### src/rtl/uart_dpram_sched.sv
// uart_dpram_sched
//
// Owns port 2 of the data dual-port RAM. It time-shares that port between
// three requesters: RX byte delivery, status-word refresh and TX byte fetch.
// Received bytes are held in a small FIFO so the CPU may lag the line. The
// block also runs the uart_tx start/ready handshake.
//
// Optional build macro: UART_RX_OVERRUN_EN. When it is defined, a byte that
// arrives while the FIFO is full sets a sticky overrun flag. The flag shows
// in status bit6 and is cleared by the next RX pop. When it is undefined,
// bit6 reads 0 and the byte is dropped silently.
//
// Ports:
//   clock_100M  system clock
//   n_rst       asynchronous active-low reset
//   cpu_addr    CPU data-port address (snooped)
//   cpu_we      CPU data-port write enable (snooped)
//   ram_addr    dpram port-2 address
//   ram_din     dpram port-2 write data
//   ram_we      dpram port-2 write enable
//   ram_dout    dpram port-2 read data (1-cycle synchronous latency)
//   rx_ready    uart_rx byte-valid level
//   rx_data     uart_rx byte
//   tx_ready    uart_tx idle level
//   tx_start    uart_tx start request
//   tx_data     byte to transmit, held while a transfer is in flight
//
// Status word: bit0 = tx idle, bit1 = RX available, bits[5:2] = FIFO count,
//              bit6 = overrun, bits[15:7] = 0.
//
// state    | meaning
// ---------+-------------------------------------------------------------
// IDLE     | pick head > status > tx request, no RAM access
// HEAD_WR  | write the FIFO head byte to RX_DATA_ADDR (skipped when empty)
// STAT_WR  | write the status word to STATUS_ADDR
// TX_RD    | present TX_DATA_ADDR for a RAM read
// TX_LAT   | RAM read data valid, latch it into tx_data
// TX_GO    | hold tx_start until uart_tx reports busy (tx_ready low)
// TX_WAIT  | single cycle back to IDLE; completion is tracked separately

module uart_dpram_sched #(
    parameter logic [11:0] STATUS_ADDR     = 12'h800,
    parameter logic [11:0] TX_DATA_ADDR    = 12'h801,
    parameter logic [11:0] RX_DATA_ADDR    = 12'h802,
    parameter logic [11:0] RX_ACK_ADDR     = 12'h803,
    parameter int          FIFO_DEPTH_LOG2 = 2
) (
    input  logic        clock_100M,
    input  logic        n_rst,
    input  logic [11:0] cpu_addr,
    input  logic        cpu_we,
    output logic [11:0] ram_addr,
    output logic [15:0] ram_din,
    output logic        ram_we,
    input  logic [15:0] ram_dout,
    input  logic        rx_ready,
    input  logic [7:0]  rx_data,
    input  logic        tx_ready,
    output logic        tx_start,
    output logic [7:0]  tx_data
);

    localparam int DEPTH = 1 << FIFO_DEPTH_LOG2;
    localparam int PTR_W = FIFO_DEPTH_LOG2;
    localparam int CNT_W = FIFO_DEPTH_LOG2 + 1;

    typedef enum logic [2:0] {
        IDLE,
        HEAD_WR,
        STAT_WR,
        TX_RD,
        TX_LAT,
        TX_GO,
        TX_WAIT
    } state_t;

    state_t state, state_nxt;

    logic             rx_prev;
    logic             rx_rise;
    logic             pop_req;
    logic             pop_ok;
    logic             push_ok;
    logic             tx_req;
    logic             tx_done;
    logic             fifo_empty;
    logic             fifo_full;
    logic [7:0]       fifo_mem [DEPTH];
    logic [PTR_W-1:0] wr_ptr;
    logic [PTR_W-1:0] rd_ptr;
    logic [CNT_W-1:0] fifo_cnt;
    logic [7:0]       fifo_head;
    logic             status_dirty;
    logic             head_dirty;
    logic             tx_pend;
    logic             tx_busy;
    logic             tx_low_seen;
    logic             overrun;
    logic [15:0]      status_word;
    logic             unused_dout_hi;

    // Only the low byte of a RAM word carries TX data.
    assign unused_dout_hi = ^ram_dout[15:8];

    assign rx_rise    = rx_ready & ~rx_prev;
    assign pop_req    = cpu_we && (cpu_addr == RX_ACK_ADDR);
    assign tx_req     = cpu_we && (cpu_addr == TX_DATA_ADDR) && !tx_busy;
    assign fifo_empty = (fifo_cnt == '0);
    assign fifo_full  = (fifo_cnt == CNT_W'(DEPTH));
    assign pop_ok     = pop_req && !fifo_empty;
    // A same-cycle pop frees a slot, so the push is accepted even when full.
    assign push_ok    = rx_rise && (!fifo_full || pop_ok);
    assign fifo_head  = fifo_empty ? 8'h00 : fifo_mem[rd_ptr];
    // Completion: first tx_ready high after uart_tx acknowledged the start.
    assign tx_done    = tx_busy && tx_low_seen && tx_ready;

    assign status_word = {9'b0, overrun, 4'(fifo_cnt), ~fifo_empty, ~tx_busy};

    // rx_prev resets high so a level already present at reset is not a byte.
    always_ff @(posedge clock_100M or negedge n_rst) begin
        if (!n_rst) begin
            rx_prev <= 1'b1;
        end else begin
            rx_prev <= rx_ready;
        end
    end

    always_ff @(posedge clock_100M) begin
        if (push_ok) begin
            fifo_mem[wr_ptr] <= rx_data;
        end
    end

    always_ff @(posedge clock_100M or negedge n_rst) begin
        if (!n_rst) begin
            wr_ptr   <= '0;
            rd_ptr   <= '0;
            fifo_cnt <= '0;
        end else begin
            if (push_ok) begin
                wr_ptr <= wr_ptr + 1'b1;
            end
            if (pop_ok) begin
                rd_ptr <= rd_ptr + 1'b1;
            end
            case ({push_ok, pop_ok})
                2'b10:   fifo_cnt <= fifo_cnt + 1'b1;
                2'b01:   fifo_cnt <= fifo_cnt - 1'b1;
                default: fifo_cnt <= fifo_cnt;
            endcase
        end
    end

`ifdef UART_RX_OVERRUN_EN
    always_ff @(posedge clock_100M or negedge n_rst) begin
        if (!n_rst) begin
            overrun <= 1'b0;
        end else if (pop_req) begin
            overrun <= 1'b0;
        end else if (rx_rise && !push_ok) begin
            overrun <= 1'b1;
        end
    end
`else
    assign overrun = 1'b0;
`endif

    // Dirty flags: a new event in the servicing cycle keeps the flag set.
    always_ff @(posedge clock_100M or negedge n_rst) begin
        if (!n_rst) begin
            status_dirty <= 1'b1;
            head_dirty   <= 1'b0;
            tx_pend      <= 1'b0;
            tx_busy      <= 1'b0;
            tx_low_seen  <= 1'b0;
            tx_data      <= 8'h00;
        end else begin
            status_dirty <= rx_rise | pop_req | tx_req | tx_done
                          | (status_dirty & (state != STAT_WR));
            head_dirty   <= (push_ok & fifo_empty) | pop_req
                          | (head_dirty & (state != HEAD_WR));
            tx_pend      <= tx_req | (tx_pend & (state != TX_RD));

            if (tx_req) begin
                tx_busy <= 1'b1;
            end else if (tx_done) begin
                tx_busy <= 1'b0;
            end

            if (tx_done) begin
                tx_low_seen <= 1'b0;
            end else if ((state == TX_GO) && !tx_ready) begin
                tx_low_seen <= 1'b1;
            end

            if (state == TX_LAT) begin
                tx_data <= ram_dout[7:0];
            end
        end
    end

    always_ff @(posedge clock_100M or negedge n_rst) begin
        if (!n_rst) begin
            state <= IDLE;
        end else begin
            state <= state_nxt;
        end
    end

    // Outputs decode straight from the state so reset clears tx_start at once.
    always_comb begin
        state_nxt = state;
        ram_addr  = STATUS_ADDR;
        ram_din   = 16'h0000;
        ram_we    = 1'b0;
        tx_start  = 1'b0;
        case (state)
            IDLE: begin
                if (head_dirty) begin
                    state_nxt = HEAD_WR;
                end else if (status_dirty) begin
                    state_nxt = STAT_WR;
                end else if (tx_pend) begin
                    state_nxt = TX_RD;
                end
            end
            HEAD_WR: begin
                ram_addr  = RX_DATA_ADDR;
                ram_din   = {8'h00, fifo_head};
                ram_we    = ~fifo_empty;
                state_nxt = IDLE;
            end
            STAT_WR: begin
                ram_addr  = STATUS_ADDR;
                ram_din   = status_word;
                ram_we    = 1'b1;
                state_nxt = IDLE;
            end
            TX_RD: begin
                ram_addr  = TX_DATA_ADDR;
                state_nxt = TX_LAT;
            end
            TX_LAT: begin
                state_nxt = TX_GO;
            end
            TX_GO: begin
                tx_start = 1'b1;
                if (!tx_ready) begin
                    state_nxt = TX_WAIT;
                end
            end
            TX_WAIT: begin
                state_nxt = IDLE;
            end
            default: begin
                state_nxt = IDLE;
            end
        endcase
    end

endmodule

### config.mk
export PLATFORM = sky130hd
export DESIGN_NAME = uart_dpram_sched
export DESIGN_NICKNAME = d
export VERILOG_FILES = /design/src/rtl/uart_dpram_sched.sv
export SDC_FILE = /design/constraint.sdc
export NUM_CORES = 1
export LEC_CHECK = 0
export CAP_MARGIN = 20
export CELL_PAD_IN_SITES_DETAIL_PLACEMENT = 1
export CELL_PAD_IN_SITES_GLOBAL_PLACEMENT = 2
export CORE_UTILIZATION = 33
export DETAILED_ROUTE_END_ITERATION = 8
export GPL_TIMING_DRIVEN = 0
export PLACE_DENSITY_LB_ADDON = 0.2
export SETUP_SLACK_MARGIN = 0.02
export SYNTH_ARGS = -nofsm -noshare
export SYNTH_HDL_FRONTEND = slang
export SYNTH_SLANG_ARGS = --single-unit
### constraint.sdc
create_clock -name clock_100M -period 4.5 [get_ports clock_100M]
set_clock_uncertainty 0.05 [all_clocks]
set_input_delay 0.675 -clock clock_100M [delete_from_list [all_inputs] [get_ports clock_100M]]
set_output_delay 0.675 -clock clock_100M [all_outputs]
set_load 0.01 [all_outputs]
Word-level counts from Yosys, hierarchy flattened. Memories as Yosys holds them, arrays and structs flattened. Index checks and enable logic that the tools add are counted.

Flip-flop bits (word level): 24. Memory bits (writable): 32. Bits of input ports: 41. Output and inout port bits: 38. Logic and storage cells: 82. Memories: 1.

Memory list: fifo_mem (words 4, width 8, read ports 1, clocked after memory_dff 0, write ports 1, RTL line 88) `logic [7:0] fifo_mem [DEPTH];`.

Add/subtract/negate cells: 4. Equality and inequality tests: 15. Muxes and demuxes: 17. Bitwise gates (word level): 15. Reduce and logical (&&, ||, !) cells: 19.

Operators by type and width (number): 12-bit equality test, second input constant (2); 8-bit case mux with 2 select lines (1); 3-bit two-way mux (4); 3-bit case mux with 4 select lines (1); 3-bit equality test, second input constant (3); 1-bit logical AND (8); 8-bit two-way mux (1); 1-bit two-way mux (7); 1-bit bitwise OR (7); 3-bit by 2-bit equality test with 1-bit output, second input constant (2); 3-bit logical NOT (2); 3-bit by 2-bit != test with 1-bit output, second input constant (2); 3-bit case mux with 2 select lines (1); 2-bit nonzero test (3); 1-bit AND (5); 2-bit by 1-bit adder with 2-bit output, second input constant (2); 1-bit logical NOT (4); 4-bit != test, second input constant (1); 2-bit case mux with 2 select lines (1); 3-bit by 1-bit adder with 3-bit output, second input constant (1); 3-bit by 1-bit equality test with 1-bit output, second input constant (1); 3-bit by 1-bit != test with 1-bit output, second input constant (1); 1-bit inverter (3); 3-bit by 1-bit subtractor with 3-bit output, second input constant (1); 6 further kinds (6).

Longest topological paths before layout.
Depth in word-level cells: 8. Gate-level depth with buffers: 8. Mapped depth without buffers: 8.

Worst setup path before layout. OpenSTA, ideal clock, no wires.

Path kind: input-to-reg. Start point: in cpu_addr[9]. End point: mem fifo_mem[0][0], enable pin. Library setup time: 0.332 ns. Data arrival time: 2.399 ns. Required time: 4.118 ns. Path slack: 1.719 ns. Stages on the path: 5. Buffers on the path: 1. Path through: or4b_1 or4b_4 buf_6 a31oi_4 and2_1.

Word-level cells in the longest chain between the ends: 7.

RTL lines: start, declared (RTL line 50) `input logic [11:0] cpu_addr,`; 12-bit equality test (RTL line 106) `assign pop_req = cpu_we && (cpu_addr == RX_ACK_ADDR);`; 1-bit logical AND (RTL line 106); 1-bit logical AND (RTL line 110) `assign pop_ok = pop_req && !fifo_empty;`; 1-bit logical OR (RTL line 112) `assign push_ok = rx_rise && (!fifo_full || pop_ok);`; 1-bit logical AND (RTL line 112); 1-bit two-way mux (RTL line 129) `if (push_ok) begin`; 1-bit two-way mux (implied by the code) (RTL line 130) `fifo_mem[wr_ptr] <= rx_data;`; end, declared (RTL line 88).

No other way between the ends.

Worst setup path in the final report.
Start point: reg state[0]. End point: out ram_din[0].

Word-level cells in the longest chain between the ends: 2. Elaborated cells between the ends (all ways): 3. Classes of those cells: 2 x eq/ne; 1 x mux.

RTL lines: start, declared (RTL line 77) `state_t state, state_nxt;`; start signal, assigned (RTL line 206) `state <= state_nxt;`; 3-bit by 2-bit equality test with 1-bit output / 3-bit by 1-bit equality test with 1-bit output (equally long branches) (RTL line 217) `case (state)`; 8-bit case mux with 2 select lines * (RTL line 217); end, declared (RTL line 53) `output logic [15:0] ram_din,`.

Every way passes the cells marked *; elsewhere a longest branch is shown, timed or not.

==> reports/metrics.cfg <==
[outcome]
run_status=completed

[grt]
grt-ovfl-total=0
grt_usage_pct=14.24
antenna_found_initial=0
grt_pass1_wl_mm=9.039
grt_max_degree=20
grt_pass1_vias=1805

[clock_network]
cts_tree=yes
cts_sinks=56
ctsResizeCount=0
cts_buffers=5
cts_buffer_depth=2
insertion_delay_ps=310
clk_pin_slew_ps=100
holdBufCountCts=0
htree_num_levels=2
postCtsSetupRepairBufs=0
cts-root-buf=clkbuf_8

[detailed_routing]
routedLengthMet1_mm=2.504
wl_per_cell_um=14.71
route.detailed.drc=0
top_layer_used=met4
postRouteAntennaNets=0
viasPerCell=4.512
drt_wl_total_mm=5.427
dr_wl_met2_mm=2.604
dr_wl_met3_um=280
drt_first_pass_iters=4
vias=1665
drt-initial-drc-count=62

[power_and_ir_drop]
peakVddDrop_mv=0.2073
powerDensity_nw_per_um2=474.2
leakage_nw=1.358

[placed_design]
portBuffers=52
post-dp-hpwl_mm=4.111
gp_congestion=0.7088
place_ws_ps=943.5

[die]
core_area_um2=7408
dieArea_um2=8195
fp.dieH_um=90.53
num_rows=31
die_w_um=90.53
start_util_pct=34.91
boundaryPins=79

[cells_and_area]
n_fill_cell=773
area_growth_pct=31.45
diodes=0
final_nets=315
drive_gt1_share_pct=19.26

[synthesis]
ys_ff_latch=56
synthCells=193
synth_edf_count=32
synth_ff_type=edfxtp_1
yosys-mux-area-fraction_pct=10.84
yosysWarnings=0
ys_types=42
synth_xor_xnor_area_share_pct=1.355
synth_fa_ha_area_share_pct=2.709
synth.avg_cell_area_um2=13.40
yosysSeqAreaShare_pct=60.47
synth-compound-area-share_pct=5.757
ys_async_sr_fraction_pct=42.86
synthSimpleGateAreaFrac_pct=10.69
synth_area_um2=2586
synth_top_family_by_area=multiplexers

[critical_path]
cp.arrival_ps=2580
path_delay_family=buffers and inverters
max_stage_delay_ps=580
cpMostUsedCell=clkbuf_1
worstPathMaxFanout=10
worst-path-buf-inv=4
crit_type=flip-flop to primary output
path_cells=clkbuf_1, inv_1, nor3_1, clkbuf_1, nand3_1, o21ai_0, clkdlybuf4s50_1
end_kind=primary output
startpoint_type=flip-flop
critPathSlowestCell=clkdlybuf4s50_1
worstPathRequired_ps=3770

[timing]
fmaxAchievable_mhz=302.7
setup_viol=0
grt_setup_unrepaired=no
worst_slew_pin_slew_ps=637.3
hold_viol=0
maxSlewViolCount=0
post-route-min-period_ps=3303
period_share_pct=73.41
setup_slack_ps=1197
slew-limit-headroom_pct=57.36
fin_setup_tns_ps=0

[job]
maxCapViolations=0

[worst_hold_path]
hold_path_class=flip-flop to flip-flop

## cell families after synthesis
logic type               after synthesis
multiplexers                          17
adder cells (fa/ha/maj)                5
buffers and inverters                 34
AND/OR/NAND/NOR                       53
flip-flops                            56
other                                  2
AO/OA/AOI/OAI                         22
XOR/XNOR                               4
## power breakdown
part	total [W]	switching [W]	internal (W)
combinational	0.000585	0.000284	0.000302
sequential	0.000737	0.0000734	0.000664
clock	0.000290	0.000176	0.000114
total	0.00161	0.000533	0.00108
## Yosys cell counts, drive strengths merged (4+ instances only)
master  count  area, um2
a21oi       5      25.02
and2        5      32.53
buf        20      151.4
dfrtp      22      550.5
edfxtp     32      960.9
ha          4      50.05
inv        11      41.29
mux2        8      90.09
mux4        8      180.2
nand2      17      63.81
nand3       5      25.02
nor2       11      41.29
o21ai      10      50.04
## worst reg2reg max path, stage by stage (launching register included)
cell,delay [ps]
dfrtp_1,440
nor2_1,410
nand2_1,370
nand4b_1,250
fa_1,210
nand2_1,90
o31a_1,270
o211ai_2,140
## flip-flops by register name, indices dropped and copies added, names as in the netlist, 2 cells and up
| name | count |
|---|---|
| wr_ptr | 2 |
| state | 3 |
| rd_ptr | 2 |
| fifo_mem | 32 |
| tx_data | 8 |
| fifo_cnt | 3 |
## through the flow
step | cell area [um2] | util (%) | power (W) | instances | hold WS [ps]
CTS | 3400 | 45.89 | 0.001640 | 369 | 462.7
detailed placement | 3306 | 44.62 | 0.001345 | 361 | 439.2
global placement | 3291 | 44.42 | 0.001326 | 360 | 436.5
finish | 3400 | 45.89 | 0.001612 | 369 | 464.3
floorplan | 2646 | - | 0.001052 | 209 | 329.4
global route | 3400 | 45.89 | 0.001723 | 369 | 492.1
## per-layer routing
layer  up-vias  track usage [%]
li1        798                -
met1       811            18.80
met3         5            3.030
met5         -                0
met2        51            23.93
met4         0            3.226
## layout by cell type (no fill, tap or decap), types with 2 or more instances in the layout
master           instances
edfxtp_1                32
nor2_1                  11
clkdlybuf4s50_1         52
clkbuf_1                 3
nand2_1                 17
inv_1                   11
nand2b_1                 2
o21ai_0                  9
nor3_1                   2
inv_6                    2
dfstp_2                  2
buf_4                   18
dfrtp_1                 22
ha_1                     4
xnor2_1                  3
a21oi_1                  5
mux4_2                   8
clkbuf_8                 5
nand3_1                  5
and3_1                   3
conb_1                  18
and2_1                   4
mux2_2                   8
## cell type report
cell class	instances	area [um2]	share of cell area, %
Tap cell	99	123.9	3.644
Inverter	11	41.29	1.215
Clock buffer	5	68.82	2.024
Multi-Input combinational cell	119	878.3	25.84
Timing Repair Buffer	53	535.5	15.75
Clock inverter	3	25.02	0.7361
Buffer	23	162.7	4.785
Sequential cell	56	1564	46.01
## worst paths after layout
path / startpoint / end / slack [ps] / cells after the start
setup reg to reg: fifo_cnt[0]$_DFFE_PN0P_ / fifo_cnt[2]$_DFFE_PN0P_ / 2210 / 7
setup / recovery: state[0]$_DFFE_PN0P_ / ram_din[0] / 1200 / 7
max in group asynchronous: n_rst / rx_prev$_DFF_PN1_ / 3130 / 2
hold reg to reg: tx_pend$_DFF_PN0_ / tx_pend$_DFF_PN0_ / 460 / 2
min in group asynchronous: n_rst / tx_data[6]$_DFFE_PN0N_ / 680 / 1
hold / removal: tx_pend$_DFF_PN0_ / tx_pend$_DFF_PN0_ / 460 / 2
(Power assumes the default switching activity.)
